[src/rtl/bgs_pkg.sv]
// Shared definitions for the background-subtraction pipeline: frame geometry,
// SRAM statistics word layout, grey-conversion weights and the detector FSM states.
package bgs_pkg;

    localparam int DEF_H_MAX   = 640;
    localparam int DEF_V_MAX   = 480;
    localparam int FRAME_COUNT = 32;

    localparam int PIX_W  = 10;
    localparam int GRAY_W = 8;
    localparam int ADDR_W = 20;
    localparam int DQ_W   = 16;

    // Statistics are stored as two 16-bit words per pixel:
    // word0[11:0] = sum[12:1], word0[15:12] = sumsq[4:1], word1 = sumsq[20:5].
    localparam int W0_SUM_LSB = 0;
    localparam int W0_SUM_MSB = 11;
    localparam int W0_SQ_LSB  = 12;
    localparam int W0_SQ_MSB  = 15;
    localparam int SUM_W      = 13;
    localparam int SQ_W       = 21;
    localparam int STAT_SHIFT = 5;

    localparam logic [6:0] COEF_R = 7'd38;
    localparam logic [6:0] COEF_G = 7'd75;
    localparam logic [6:0] COEF_B = 7'd15;

    typedef enum logic [2:0] {
        S_IDLE = 3'd0,
        S_RD0  = 3'd1,
        S_RD1  = 3'd2,
        S_CALC = 3'd3,
        S_OUT  = 3'd4
    } fg_state_e;

    function automatic logic [GRAY_W-1:0] abs_diff8(
        input logic [GRAY_W-1:0] a,
        input logic [GRAY_W-1:0] b
    );
        return (a >= b) ? (a - b) : (b - a);
    endfunction

endpackage

[src/rtl/rgb2gray.sv]
// Fixed-point RGB to 8-bit luma: (38r + 75g + 15b) / 512 on 10-bit channels.
module rgb2gray
    import bgs_pkg::*;
(
    input  logic [PIX_W-1:0]  i_r,
    input  logic [PIX_W-1:0]  i_g,
    input  logic [PIX_W-1:0]  i_b,
    output logic [GRAY_W-1:0] o_gray
);

    logic [17:0] weighted_sum;
    logic        unused_bits;

    // Weights sum to 128, so full-scale input lands exactly at 255.75 -> 255.
    always_comb begin
        weighted_sum = 18'(COEF_R) * 18'(i_r)
                     + 18'(COEF_G) * 18'(i_g)
                     + 18'(COEF_B) * 18'(i_b);
    end

    assign o_gray      = weighted_sum[16:9];
    assign unused_bits = ^{weighted_sum[17], weighted_sum[8:0]};

endmodule

[src/rtl/fg_detect.sv]
// Per-pixel foreground test: fetches the pixel's background mean/variance from SRAM
// and flags pixels whose squared grey deviation exceeds K_SIGMA2 * variance.
module fg_detect
    import bgs_pkg::*;
#(
    parameter int H_MAX     = DEF_H_MAX,
    parameter int V_MAX     = DEF_V_MAX,
    parameter int K_SIGMA2  = 9,
    parameter int VAR_FLOOR = 16
) (
    input  logic              i_clk,
    input  logic              i_rst,
    input  logic              i_bg_ready,
    input  logic              i_valid,
    output logic              o_ready,
    input  logic [PIX_W-1:0]  i_r,
    input  logic [PIX_W-1:0]  i_g,
    input  logic [PIX_W-1:0]  i_b,
    output logic              o_sram_rd,
    output logic [ADDR_W-1:0] o_sram_addr,
    input  logic [DQ_W-1:0]   i_sram_dq,
    output logic              o_fg_valid,
    output logic              o_fg,
    output logic [GRAY_W-1:0] o_gray,
    output logic              o_frame_end
);

    localparam int HW        = (H_MAX > 1) ? $clog2(H_MAX) : 1;
    localparam int VW        = (V_MAX > 1) ? $clog2(V_MAX) : 1;
    localparam int PIX_IDX_W = ADDR_W - 1;

    fg_state_e         state_q;
    logic [HW-1:0]     h_q;
    logic [VW-1:0]     v_q;
    logic [GRAY_W-1:0] gray_q;
    logic [DQ_W-1:0]   w0_q;
    logic              rd_q;
    logic [ADDR_W-1:0] addr_q;
    logic              fg_valid_q;
    logic              fg_q;
    logic [GRAY_W-1:0] gray_out_q;
    logic              frame_end_q;

    logic [GRAY_W-1:0]    gray_d;
    logic [PIX_IDX_W-1:0] pix_idx;
    logic [SUM_W-1:0]     sum13;
    logic [SQ_W-1:0]      sq21;
    logic [GRAY_W-1:0]    mean;
    logic [15:0]          ex2;
    logic [15:0]          mean_sq;
    logic [15:0]          var_raw;
    logic [15:0]          var_eff;
    logic [GRAY_W-1:0]    dev;
    logic [SQ_W-1:0]      dev_sq;
    logic [SQ_W-1:0]      thresh;
    logic                 fg_d;
    logic                 last_pix;
    logic                 accept;
    logic                 unused_dec;

    rgb2gray u_rgb2gray (
        .i_r    (i_r),
        .i_g    (i_g),
        .i_b    (i_b),
        .o_gray (gray_d)
    );

    // Reset is folded in so the handshake reads 0 while reset is held.
    assign o_ready = (state_q == S_IDLE) && i_bg_ready && !i_rst;
    assign accept  = i_valid && o_ready;

    assign pix_idx  = PIX_IDX_W'(h_q) + PIX_IDX_W'(v_q) * PIX_IDX_W'(H_MAX);
    assign last_pix = (h_q == HW'(H_MAX - 1)) && (v_q == VW'(V_MAX - 1));

    // word1 is evaluated straight off the bus in S_CALC, the cycle it arrives.
    always_comb begin
        sum13   = {w0_q[W0_SUM_MSB:W0_SUM_LSB], 1'b0};
        sq21    = {i_sram_dq, w0_q[W0_SQ_MSB:W0_SQ_LSB], 1'b0};
        mean    = sum13[SUM_W-1:STAT_SHIFT];
        ex2     = sq21[SQ_W-1:STAT_SHIFT];
        mean_sq = 16'(mean) * 16'(mean);
        var_raw = (ex2 >= mean_sq) ? (ex2 - mean_sq) : 16'd0;
        var_eff = (var_raw < 16'(VAR_FLOOR)) ? 16'(VAR_FLOOR) : var_raw;
        dev     = abs_diff8(gray_q, mean);
        dev_sq  = SQ_W'(dev) * SQ_W'(dev);
        thresh  = SQ_W'(K_SIGMA2) * SQ_W'(var_eff);
        fg_d    = dev_sq > thresh;
    end

    assign unused_dec = ^{sum13[STAT_SHIFT-1:0], sq21[STAT_SHIFT-1:0]};

    always_ff @(posedge i_clk or posedge i_rst) begin
        if (i_rst) begin
            state_q     <= S_IDLE;
            h_q         <= '0;
            v_q         <= '0;
            gray_q      <= '0;
            w0_q        <= '0;
            rd_q        <= 1'b0;
            addr_q      <= '0;
            fg_valid_q  <= 1'b0;
            fg_q        <= 1'b0;
            gray_out_q  <= '0;
            frame_end_q <= 1'b0;
        end else begin
            rd_q        <= 1'b0;
            addr_q      <= '0;
            fg_valid_q  <= 1'b0;
            frame_end_q <= 1'b0;
            case (state_q)
                S_IDLE: begin
                    if (accept) begin
                        gray_q  <= gray_d;
                        rd_q    <= 1'b1;
                        addr_q  <= {pix_idx, 1'b0};
                        state_q <= S_RD0;
                    end
                end
                S_RD0: begin
                    rd_q    <= 1'b1;
                    addr_q  <= {pix_idx, 1'b1};
                    state_q <= S_RD1;
                end
                S_RD1: begin
                    w0_q    <= i_sram_dq;
                    state_q <= S_CALC;
                end
                S_CALC: begin
                    fg_valid_q  <= 1'b1;
                    fg_q        <= fg_d;
                    gray_out_q  <= gray_q;
                    frame_end_q <= last_pix;
                    state_q     <= S_OUT;
                end
                S_OUT: begin
                    if (h_q == HW'(H_MAX - 1)) begin
                        h_q <= '0;
                        v_q <= (v_q == VW'(V_MAX - 1)) ? '0 : v_q + VW'(1);
                    end else begin
                        h_q <= h_q + HW'(1);
                    end
                    state_q <= S_IDLE;
                end
                default: state_q <= S_IDLE;
            endcase
        end
    end

    assign o_sram_rd   = rd_q;
    assign o_sram_addr = addr_q;
    assign o_fg_valid  = fg_valid_q;
    assign o_fg        = fg_q;
    assign o_gray      = gray_out_q;
    assign o_frame_end = frame_end_q;

endmodule

[config.mk]
export PLATFORM = sky130hd
export DESIGN_NAME = fg_detect
export DESIGN_NICKNAME = d
export VERILOG_FILES = /design/src/rtl/bgs_pkg.sv /design/src/rtl/rgb2gray.sv /design/src/rtl/fg_detect.sv
export SDC_FILE = /design/constraint.sdc
export NUM_CORES = 1
export LEC_CHECK = 0
export CAP_MARGIN = 20
export CORE_ASPECT_RATIO = 0.8
export CORE_UTILIZATION = 50
export CTS_CLUSTER_DIAMETER = 150
export DETAILED_ROUTE_END_ITERATION = 8
export DONT_BUFFER_PORTS = 1
export HOLD_SLACK_MARGIN = 0.06
export PLACE_DENSITY = 0.68
export REMOVE_ABC_BUFFERS = 1
export SLEW_MARGIN = 20
export SYNTH_ARGS = -nofsm -noshare
export SYNTH_HDL_FRONTEND = slang
export SYNTH_SLANG_ARGS = --single-unit
[constraint.sdc]
create_clock -name i_clk -period 19.95 [get_ports i_clk]
set_input_delay 0 -clock i_clk [delete_from_list [all_inputs] [get_ports i_clk]]
set_output_delay 0 -clock i_clk [all_outputs]
set_load 0.02 [all_outputs]
==> out/results.tsv <==
metric	value	unit
WL/cell	14.5	um
die width	175	um
fin cells	1670	
Cell Area, Synth	0.0120	mm^2
Final Hold Fails	0	
Syn Inst Count	1341	
crit path DAT	10620	ps
clk buf depth	2	
Unique masters post-synth	73	
status	finished clean	
dpl cells	1644	
CTS tree	done	
antenna-violating nets left	0	
GPL Wtd Cong	0.946	
Yosys reg bits	70	
GRT overflow	0	
Reg clk slew, reported paths	60	ps
crit start category	flip-flop	
Data required, critical path	20170	ps
Area Growth Syn to Fin	6.37	%
asr flop ratio synth	100	%
RSZ-0062 raised after global routing	no	
clk sinks	70	
dominant cell type by area after synthesis	ha_1	
setup violators final	0	
CP max stage delay	560	ps
skew final	10.1	ps
fmax	0.0962	GHz
max cap viols	0	
Avg Inst Size Synth	8.94	um^2
Final Cycle Share	52.1	%
Ys Warns	0	
Core Area	0.0235	mm^2
TNS Setup	0	ps
IO buf count	0	
Skew-Pair Late Insertion Delay	340	ps
first-pass GRT wire length	41.8	mm
Seq/Total Area, Yosys	14.6	%
Slew headroom	34.5	%
WHS Path Cells	3	
NumNets Final	1748	
share of the synthesized area in the top cell type	23.0	%
CTS Buf Count	9	
vias per inst	5.30	
GR Util All Layers	20.8	%
number of top-level pins	83	
leading post-synthesis cells by cell area	ha_1 23%, fa_1 21%, dfrtp_1 15%	
layout cell share with drive strength beyond 1	3.76	%
DR iter-0 viols	514	
Max FO, Critical Path	10	
Finished Cell Area	0.0128	mm^2
Main synth FF type	dfrtp_1	
ANT cells	0	
Multi-input gate area	0.00926	mm^2
pin count of the biggest net entering global routing	41	
Detailed Routing Iterations Pass 1	5	
std cell rows	50	
worst min path class	input pin to flip-flop	
initial cell density of the core	51.1	%
Die H	141	um
slowest stage cell, crit path	or4_1	
worst-margin pin slew	978	ps
Post-CTS Setup Inserts	0	
min Tclk post-route	10400	ps
Post-Route WL	24.1	mm
final core occ	54.4	%
DIE AREA	0.0246	mm^2
Fill cells	2190	
DPL Wire Length	20.7	mm
crit path capture type	flip-flop	
Post-CTS Resized	0	
initial antenna violation count	0	
crit path kind	flip-flop to flip-flop	
htree depth	3	
vias in the first global route	8806	
Post-synth EDFFs	0	
max-slew violations	0	
drt drc	0	
Placement Cell Area	0.0124	mm^2
routed vias	8850	
Clock Tree Root	clkbuf_16	
worst reg2reg path depth	46	
Seq. cell area	0.00175	mm^2
state kept, by name (all words and copies together), names as in the netlist:
name	cells
o_sram_addr	20
h_q	10
v_q	9
gray_q	8
o_gray	8
w0_q	8
state_q	3
o_fg	1
o_fg_valid	1
o_frame_end	1
o_sram_rd	1
area by class of cell:
| class | count | area share [%] |
|---|---|---|
| multi-input cells | 1009 | 72.6 |
| well taps | 312 | 3.06 |
| flip-flops and latches | 70 | 13.7 |
| clock inverters | 6 | 0.353 |
| repair buffers | 16 | 1.14 |
| inverters | 247 | 7.28 |
| clock buffers | 10 | 1.87 |
Yosys cell counts (9+ instances only):
cell type and count:
xnor2_1 62, nand4_1 9, dfrtp_1 70, clkbuf_1 13, nand2b_1 10, nand3_1 13
a21o_1 25, a21oi_1 63, inv_1 243, and3_1 9, nand2_1 94, fa_1 125
o21bai_1 9, o21ai_0 59, ha_1 220, or2_2 9, nor3_1 24, nor2_1 100
o21a_1 10, nor2b_1 23, xor2_1 37, and2_1 12
metrics by stage:
step           hold slack [ps]  worst slack, ps
2_1_floorplan              117            10660
3_3_place_gp             -46.6            10070
3_5_place_dp             -44.6             9720
4_1_cts                   78.9             9660
5_1_grt                   75.0             8770
6_report                  66.8             9550
kinds of logic after synthesis:
| family | Yosys count | share of synthesized area, % |
|---|---|---|
| adder cells (fa/ha/maj) | 345 | 43.8 |
| flip-flops | 70 | 14.6 |
| multiplexers | 8 | 0.699 |
| XOR/XNOR | 100 | 7.37 |
| AO/OA/AOI/OAI | 231 | 12.4 |
| buffers and inverters | 262 | 8.24 |
| AND/OR/NAND/NOR | 325 | 12.8 |
cells in the final DEF (no fill, tap or decap), drive strengths merged, types with 9 or more instances in the layout:
master       count
nand2b          10
dlygate4sd3     10
o21bai           9
and2            13
or2              9
a21o            25
a21oi           63
clkbuf          10
nand4            9
nor2           100
and3             9
nand2           95
inv            243
fa             125
dfrtp           70
xnor2           63
xor2            37
o21a            10
nor3            24
nand3           13
nor2b           23
ha             220
o21ai           64
worst paths after layout:
path	end	start	slack, ps
worst max register to register	o_fg	w0_q[4]	9550
worst max-delay path	o_fg	w0_q[4]	9550
min in group asynchronous	o_fg	i_rst	170
max in group asynchronous	o_sram_addr[11]	i_rst	18890
worst min-delay path	gray_q[7]	i_g[9]	70
worst min register to register	state_q[1]	state_q[2]	500
metal layers:
layer | global-route usage (%) | wire length (um)
met1 | 29.4 | 11900
met2 | 34.0 | 10900
met5 | 0 | 0
met3 | 3.39 | 1080
met4 | 3.20 | 293
worst max-delay path, delay by kind of cell (launching register included):
| family | cells | cell delay [ps] |
|---|---|---|
| xor gates and xnor gates | 4 | 590 |
| AOI/OAI and AO/OA | 19 | 3570 |
| adders and majority gates | 8 | 3040 |
| and+or+nand+nor | 10 | 1910 |
| buffers and inverters | 4 | 510 |
| muxes | 1 | 240 |
| DFF | 1 | 410 |
timing repair:
item,4_1_cts,5_1_grt
hold buffers,10,0
setup endpoints to repair,0,0
hold endpoints to repair,39,0
Power is not shown: default switching activity piles up to over one toggle a cycle in this logic, so the estimate is an artifact.
